===== src/rtl/bitserial_mac_pkg.sv =====
// bitserial_mac_pkg: shared state encoding and width defaults for the bit-serial MAC controller
package bitserial_mac_pkg;
   typedef enum logic [1:0] {IDLE, SHIFT, WAIT, OUT} state_t;
   localparam int DATA_W_DEF = 16;
   localparam int ACC_W_DEF = 40;
   localparam int CNT_W_DEF = 8;
endpackage


===== src/rtl/bitserial_piso.sv =====
// bitserial_piso: LSB-first parallel-in/serial-out register, zero-filled as it shifts
module bitserial_piso
   import bitserial_mac_pkg::*;
#(
   parameter int W = DATA_W_DEF
) (
   input  logic         clk,
   input  logic         rst,
   input  logic         load,
   input  logic         shift,
   input  logic [W-1:0] din,
   output logic         bit_out
);
   logic [W-1:0] sr;
   always_ff @(posedge clk) begin
      if (rst) sr <= '0;
      else if (load) sr <= din;
      else if (shift) sr <= sr >> 1;
   end
   assign bit_out = sr[0];
endmodule


===== src/rtl/bitserial_mac_ctrl.sv =====
// bitserial_mac_ctrl: streams operand pairs through a bit-serial multiplier and accumulates a dot product
module bitserial_mac_ctrl
   import bitserial_mac_pkg::*;
#(
   parameter int DATA_W = DATA_W_DEF,
   parameter int ACC_W = ACC_W_DEF,
   parameter int CNT_W = CNT_W_DEF,
   parameter int WAIT_MAX = 8
) (
   input  logic              clk,
   input  logic              rst,
   input  logic              in_valid,
   output logic              in_ready,
   input  logic [DATA_W-1:0] in_a,
   input  logic [DATA_W-1:0] in_b,
   input  logic              in_last,
   output logic              out_valid,
   input  logic              out_ready,
   output logic [ACC_W-1:0]  out_acc,
   output logic [CNT_W-1:0]  out_cnt,
   output logic              out_ovf,
   output logic              err_timeout,
   output logic              mult_start,
   output logic [DATA_W-1:0] mult_multiplicand,
   output logic [DATA_W-1:0] mult_multiplier,
   output logic              mult_serial_bit,
   input  logic              mult_done,
   input  logic [2*DATA_W-1:0] mult_product
);
   localparam int K_W = $clog2(DATA_W);
   localparam int W_W = $clog2(WAIT_MAX + 1);
   state_t state;
   logic [K_W-1:0] k;
   logic [W_W-1:0] wcnt;
   logic last;
   logic [ACC_W-1:0] acc;
   logic [CNT_W-1:0] cnt;
   logic ovf;
   logic load;
   logic [ACC_W:0] sum;
   assign in_ready = state == IDLE;
   assign load = in_valid && in_ready;
   assign sum = {1'b0, acc} + (ACC_W + 1)'(mult_product);
   assign out_acc = acc;
   assign out_cnt = cnt;
   assign out_ovf = ovf;
   bitserial_piso #(.W(DATA_W)) u_piso (
      .clk(clk),
      .rst(rst),
      .load(load),
      .shift(state == SHIFT),
      .din(in_b),
      .bit_out(mult_serial_bit)
   );
   always_ff @(posedge clk) begin
      if (rst) begin
         state <= IDLE;
         k <= '0;
         wcnt <= '0;
         last <= 1'b0;
         acc <= '0;
         cnt <= '0;
         ovf <= 1'b0;
         err_timeout <= 1'b0;
         mult_start <= 1'b0;
         out_valid <= 1'b0;
         mult_multiplicand <= '0;
         mult_multiplier <= '0;
      end else begin
         mult_start <= load;
         case (state)
            IDLE: if (load) begin
               mult_multiplicand <= in_a;
               mult_multiplier <= in_b;
               last <= in_last;
               k <= '0;
               state <= SHIFT;
            end
            SHIFT: begin
               k <= k + 1'b1;
               if (k == K_W'(DATA_W - 1)) begin
                  wcnt <= '0;
                  state <= WAIT;
               end
            end
            WAIT: if (mult_done) begin
               acc <= sum[ACC_W-1:0];
               cnt <= cnt + CNT_W'(~&cnt);
               ovf <= ovf | sum[ACC_W] | (&cnt);
               out_valid <= last;
               state <= last ? OUT : IDLE;
            end else if (wcnt == W_W'(WAIT_MAX - 1)) begin
               // a stalled multiplier poisons the whole vector, so drop it
               err_timeout <= 1'b1;
               acc <= '0;
               cnt <= '0;
               ovf <= 1'b0;
               state <= IDLE;
            end else begin
               wcnt <= wcnt + 1'b1;
            end
            OUT: if (out_ready) begin
               out_valid <= 1'b0;
               acc <= '0;
               cnt <= '0;
               ovf <= 1'b0;
               state <= IDLE;
            end
            default: state <= IDLE;
         endcase
      end
   end
endmodule


===== config.mk =====
export PLATFORM = sky130hd
export DESIGN_NAME = bitserial_mac_ctrl
export DESIGN_NICKNAME = d
export VERILOG_FILES = /design/src/rtl/bitserial_mac_pkg.sv /design/src/rtl/bitserial_piso.sv /design/src/rtl/bitserial_mac_ctrl.sv
export SDC_FILE = /design/constraint.sdc
export NUM_CORES = 1
export LEC_CHECK = 0
export BUFFER_PORTS_ARGS = -buffer_cell sky130_fd_sc_hd__buf_2
export CELL_PAD_IN_SITES_DETAIL_PLACEMENT = 0
export CELL_PAD_IN_SITES_GLOBAL_PLACEMENT = 1
export CORE_MARGIN = 10
export CORE_UTILIZATION = 42
export CTS_CLUSTER_DIAMETER = 150
export CTS_CLUSTER_SIZE = 14
export DETAILED_ROUTE_END_ITERATION = 7
export PLACE_DENSITY_LB_ADDON = 0.1
export SLEW_MARGIN = 20
export SYNTH_ARGS = -nofsm -noshare
export SYNTH_HDL_FRONTEND = slang
export SYNTH_SLANG_ARGS = --single-unit

===== constraint.sdc =====
create_clock -name clk -period 7.37 [get_ports clk]
set_input_delay 1.1055 -clock clk [delete_from_list [all_inputs] [get_ports clk]]
set_output_delay 1.1055 -clock clk [all_outputs]
set_load 0.05 [all_outputs]

==> results.py, run 1 <==
metrics = {
    "flow_run": {
        "maxCapViolations": 0,
    },
    "synth": {
        "synth-edff-count": 0,
        "synth_top_area_share_pct": 35.8,
        "yosys-top-cells-area": "dfxtp_1 (36%), nand2_1 (9.9%), ha_1 (7.3%)",
        "synth_cells": 777,
        "synth.avg_cell_area_um2": 7.99,
        "syn-num-nets": 884,
        "synth_flop_cell": "dfxtp_1",
        "async_reset_ff_share_pct": 0,
        "seq_area_frac_synth_pct": 35.8,
        "netlist_area_um2": 6210,
        "synth_largest_area_cell": "dfxtp_1",
        "synth.distinct_cells": 74,
        "synth_warnings": 0,
        "yosys_register_bits": 111,
    },
    "sta": {
        "setup_violations": 0,
        "fin_setup_tns_ns": 0,
        "fin_crit_ns": 3.54,
        "finalClockSkew_ns": 0.00851,
        "final_hold_viol_count": 0,
        "relSlewSlack_pct": 48.8,
        "worst_pin_slew_ns": 0.767,
        "clock.fmax_ghz": 0.282,
        "fin_ws_ns": 3.83,
        "finalCritPeriodShare_pct": 48.1,
        "grt_setup_unrepaired": "false",
        "slew_viol_final": 0,
        "holdWs_ns": 0.454,
    },
    "cts": {
        "cts-root-buf": "clkbuf_16",
        "cts_num_sinks": 111,
        "post_cts_resize_count": 0,
        "cts_hold_buf": 0,
        "cts_setup_buffers": 0,
        "h-tree-depth": 3,
        "cts_buffers": 9,
        "clock_latency_ns": 0.36,
        "path_clk_slew_ns": 0.08,
        "cts_tree": "built",
        "clockBufferDepth": 2,
    },
    "worst_setup_path": {
        "arrival_ns": 3.77,
        "reg2reg_from": "out_acc[0]",
        "r2r_end": "out_acc[26]",
        "worstSetupStartpointType": "input pin",
        "reg2reg_slack_ns": 4.32,
        "critPathCaptureType": "flip-flop",
        "worst-setup-path-type": "input pin to flip-flop",
        "cp_max_fo": 3,
        "r2r_cells": 10,
        "critPathRequiredTime_ns": 7.59,
    },
    "routing": {
        "drc": 0,
        "routed_wl_um": 17600,
        "drtPass1Iterations": 5,
        "vias": 5974,
        "drtIter0Drc": 292,
        "avgViaCountPerCell": 5.50,
        "wire_per_inst_um": 16.2,
        "antenna_left": 0,
    },
    "global_routing": {
        "grt_pass1_vias": 5614,
        "antenna_found_initial": 0,
        "grt_util_all_layers_pct": 16.7,
        "grt_pass1_wl_um": 28300,
        "grt_start_max_net_pins": 74,
        "overflow": 0,
    },
    "placed_design": {
        "post-place-cells": 1071,
        "place_area_um2": 6970,
        "hpwl_um": 13200,
        "io_buffer_count": 155,
        "gp_congestion": 0.861,
        "dpl_worst_slack_ns": 3.46,
    },
    "final_layout": {
        "register_area_um2": 2220,
        "layoutNonFillerInstCount": 1087,
        "layout-drive-gt1-share_pct": 22.4,
        "n_fill_cell": 1468,
        "nets": 1005,
        "syn_to_final_growth_pct": 16.9,
        "stdcell_area_um2": 7260,
        "multi_input_area_um2": 3650,
        "antennaDiodeCount": 0,
    },
    "floorplanning": {
        "dieHeight_um": 142,
        "initial_core_util_pct": 42.7,
        "row_count": 44,
        "die_area_um2": 20000,
        "io_pins": 156,
        "coreArea_um2": 14500,
        "die_x_um": 142,
    },
    "min_path": {
        "hold-path-endpoint": "mult_multiplicand[12]",
        "hold_class": "flip-flop to flip-flop",
        "min-delay-start": "mult_multiplicand[12]",
        "holdPathStages": 2,
    },
    "power_and_ir_drop": {
        "pwr_density_cell_nw_per_um2": 199,
        "ir_worst_vdd_mv": 0.152,
        "power.leakage_nw": 3.26,
    },
    "outcome": {
        "outcome": "completed",
    },
}
cell type report:
type,count,share of cell area (%)
Clock buffer,10,3.29
Clock inverter,6,0.690
Inverter,11,0.569
Multi-Input combinational cell,604,50.3
Sequential cell,111,30.6
Tap cell,184,3.17
Timing Repair Buffer,161,11.3
where the power goes:
group          internal (mW)  switching (mW)
combinational         0.0904           0.213
sequential             0.633          0.0205
clock                  0.244           0.241
total                  0.968           0.475
critical path: stages:
cell and delay (ns):
buf_2 0.10, ha_1 0.20, fa_1 0.45, a211oi_2 0.29, o31ai_1 0.17, a221o_1 0.35
a211o_1 0.35, a221oi_1 0.41, o21ai_1 0.12, xnor2_1 0.14, o21ai_1 0.07
how the worst max path moves through the flow:
stage                              to             from  depth (start not counted)
after floorplan           out_acc[26]  mult_product[0]                         10
after global placement    out_acc[26]  mult_product[0]                         11
after global routing      out_acc[26]  mult_product[0]                         11
after CTS                 out_acc[26]  mult_product[0]                         11
after detailed placement  out_acc[26]  mult_product[0]                         11
final                     out_acc[26]  mult_product[0]                         11
cells in the mapped netlist, types with 8 or more instances:
| library cell | n |
|---|---|
| nand4_1 | 16 |
| clkbuf_1 | 23 |
| nand3_1 | 21 |
| ha_1 | 36 |
| xor2_1 | 19 |
| a21o_1 | 12 |
| nor2_1 | 56 |
| inv_1 | 11 |
| dfxtp_1 | 111 |
| a311oi_1 | 17 |
| nand2_1 | 164 |
| xnor2_1 | 13 |
| o21ai_0 | 40 |
| a21oi_1 | 85 |
| o21ai_1 | 8 |
cells in the final DEF (no fill, tap or decap), types with 3 or more instances in the layout:
master and n:
a211oi_1 5, a21o_1 12, a21oi_1 85, a221oi_1 3, a22o_1 7, a22oi_1 4
a311oi_1 17, a31oi_1 5, and2_1 4, and3_1 6, buf_2 155, buf_4 6
clkbuf_16 9, dfxtp_1 111, ha_1 36, inv_1 11, mux2i_1 3, nand2_1 163
nand2b_1 5, nand3_1 21, nand4_1 16, nor2_1 55, nor2b_1 4, nor3_1 6
o211ai_1 4, o21a_1 5, o21ai_0 40, o21ai_1 8, o21bai_1 5, o31ai_1 4
xnor2_1 13, xor2_1 19
metrics by stage:
stage          power, mW  utilization [%]
3_5_place_dp       0.973             47.9
3_3_place_gp       0.968             47.9
6_report            1.44             49.9
5_1_grt             1.52             49.9
2_1_floorplan      0.897                -
4_1_cts             1.46             49.9
layer usage:
| metal | vias up | GRT usage [%] | wire (um) |
|---|---|---|---|
| li1 | 2998 | - | - |
| met1 | 2820 | 22.1 | 8430 |
| met2 | 140 | 26.0 | 7860 |
| met3 | 16 | 4.61 | 1120 |
| met4 | 0 | 4.63 | 161 |
| met5 | - | 0 | 0 |
sequential cells by signal, indices dropped and copies added, names as in the netlist, 2 cells and up:
register           count
out_cnt                8
state                  2
u_piso.sr             16
out_acc               40
wcnt                   4
mult_multiplier       16
k                      4
mult_multiplicand     16
cells by family after synthesis:
kind of cell | Yosys count | share of synthesized area, %
AND/OR/NAND/NOR | 299 | 21.1
buffers and inverters | 62 | 5.46
XOR/XNOR | 32 | 4.52
AO/OA/AOI/OAI | 232 | 24.7
flip-flops | 111 | 35.8
multiplexers | 4 | 0.847
adder cells (fa/ha/maj) | 37 | 7.58
(Power assumes the default switching activity.)
==> run 2: changes to the inputs <==
- CORE_UTILIZATION: 42 -> 35
- clock period: 7.37 -> 2.92 ns (I/O delays scaled with it)
==> run 2 against run 1 <==
  * Sequential share of layout area decreased by 1.3 points
  * Core utilization decreased by 6.2 points
  * Sequential power increased to 2.5 times the previous value
  * First-iteration DRC count decreased by 1.7%
  * Wire length increased by 7.4%
  * Total power increased to 2.6 times the previous value
==> results.py, run 2 (synthesis results as in run 1) <==
metrics = {
    "final_layout": {
        "layout_common_cells": "nand2_1 (163), buf_2 (155), dfxtp_1 (110)",
        "fin_util_pct": 43.7,
        "layoutNonFillerInstCount": 1156,
        "antennaDiodeCount": 0,
        "syn_to_final_growth_pct": 22.2,
        "nets": 1034,
        "layout-drive-gt1-share_pct": 25.2,
        "final_common_cell": "nand2_1",
        "largest_register_ffs": 40,
    },
    "cts": {
        "h-tree-depth": 3,
        "cts_buffers": 9,
        "cts_hold_buf": 0,
        "path_clk_slew_ns": 0.08,
        "cts-root-buf": "clkbuf_16",
        "cts_num_sinks": 111,
        "cts_tree": "built",
        "clock_latency_ns": 0.35,
        "clockBufferDepth": 2,
    },
    "placed_design": {
        "gp_congestion": 0.863,
        "post-place-cells": 1139,
        "dpl_worst_slack_ns": -0.178,
        "io_buffer_count": 155,
        "hpwl_um": 14400,
    },
    "global_routing": {
        "antenna_found_initial": 0,
        "overflow": 0,
        "grt_util_all_layers_pct": 15.4,
        "grt_pass1_vias": 5858,
        "grt_pass1_wl_um": 30500,
        "grt_start_max_net_pins": 55,
    },
    "floorplanning": {
        "coreArea_um2": 17400,
        "die_area_um2": 23500,
        "dieHeight_um": 153,
        "die_x_um": 153,
        "io_pins": 156,
        "row_count": 48,
        "initial_core_util_pct": 35.8,
    },
    "power_and_ir_drop": {
        "pwr_density_cell_nw_per_um2": 494,
        "ir_worst_vdd_mv": 0.274,
        "power.leakage_nw": 3.41,
    },
    "sta": {
        "finalClockSkew_ns": 0.00634,
        "setup_violations": 0,
        "final_hold_viol_count": 0,
        "worst_pin_slew_ns": 0.789,
        "fin_crit_ns": 2.78,
        "grt_setup_unrepaired": "true",
        "relSlewSlack_pct": 46.0,
        "slew_viol_final": 0,
        "fin_ws_ns": 0.143,
        "finalCritPeriodShare_pct": 95.1,
        "clock.fmax_ghz": 0.360,
    },
    "worst_setup_path": {
        "worstSetupEndpoint": "out_acc[28]",
        "r2r_cells": 12,
        "critPathRequiredTime_ns": 3.16,
        "worst-setup-path-type": "flip-flop to flip-flop",
        "critPathCaptureType": "flip-flop",
        "reg2reg_from": "out_acc[0]",
        "r2r_end": "out_acc[28]",
        "arrival_ns": 3.02,
        "crit_path_start": "out_acc[0]",
        "cpMostUsedCell": "buf_4",
        "cp_max_fo": 3,
        "slowest_stage": "fa_2",
        "worstSetupStartpointType": "flip-flop",
        "reg2reg_slack_ns": 0.14,
        "slowest_delay_ns": 0.39,
        "cp_cell_sequence": "ha_2 > fa_2 > a211oi_4 > buf_6 > o21bai_2 > o311ai_4 > a2111oi_4 > o21ai_2 > buf_4 > buf_4 > xor2_1 > o21ai_0",
    },
    "routing": {
        "avgViaCountPerCell": 5.17,
        "wire_per_inst_um": 16.3,
        "vias": 5978,
        "drc": 0,
        "drtIter0Drc": 287,
        "drtPass1Iterations": 4,
        "routed_wl_um": 18900,
        "antenna_left": 0,
    },
    "min_path": {
        "min-delay-start": "in_a[1]",
        "hold_class": "input pin to flip-flop",
    },
    "outcome": {
        "outcome": "completed",
    },
    "flow_run": {
        "maxCapViolations": 0,
    },
}
## run 2: area by class of cell
class	count	area, um^2
flip-flops and latches	111	2220
repair buffers	190	1040
inverters	11	41.3
well taps	225	282
fillers	1797	9770
clock inverters	6	77.6
clock buffers	9	225
multi-input cells	604	3690
## run 2: how the worst min path moves through the flow
stage                            endpoint  slack [ns]  cells past startpoint
global placement    mult_multiplicand[13]        0.44                      2
CTS                  mult_multiplicand[0]        0.29                      3
floorplan                   u_piso.sr[15]        0.44                      2
detailed placement     mult_multiplier[4]        0.44                      2
global route         mult_multiplicand[0]        0.30                      3
finish               mult_multiplicand[1]        0.31                      3
## run 2: report_power, final
group / internal [mW] / total [mW] / switching, mW
logic: 0.251 / 0.806 / 0.555
registers: 1.60 / 1.65 / 0.0510
clock network: 0.679 / 1.29 / 0.613
total: 2.53 / 3.75 / 1.22
## run 2: worst max-delay path, delay by kind of cell, from the launching register on
| family | cells | cell delay, ns |
|---|---|---|
| adder cells (fa/ha/maj) | 2 | 0.58 |
| buffers and inverters | 3 | 0.39 |
| XOR/XNOR | 1 | 0.13 |
| AO/OA/AOI/OAI | 6 | 1.23 |
| flip-flops | 1 | 0.33 |
## run 2: timing repair
action / 4_1_cts / 5_1_grt
endpoints found under the hold margin: 0 / 0
endpoints found under the setup margin: 0 / 6
gates resized for setup: 0 / 8
setup buffers: 0 / 2
## run 2: routing by layer
| layer | track usage [%] | vias up | wire, um |
|---|---|---|---|
| met4 | 5.00 | 0 | 332 |
| met1 | 20.5 | 2755 | 9170 |
| li1 | - | 3057 | - |
| met3 | 3.79 | 20 | 1130 |
| met2 | 23.9 | 146 | 8240 |
| met5 | 0 | - | 0 |
## run 2: per-stage QoR
| step | hold WS (ns) | total power [mW] | setup TNS [ns] | cell area [um^2] |
|---|---|---|---|---|
| after floorplan | 0.437 | 2.26 | 0 | 6210 |
| after global placement | 0.439 | 2.48 | -0.196 | 7220 |
| after detailed placement | 0.444 | 2.49 | -0.406 | 7220 |
| after CTS | 0.294 | 3.81 | 0 | 7520 |
| after global routing | 0.304 | 3.95 | -0.0402 | 7580 |
| final | 0.312 | 3.75 | 0 | 7580 |
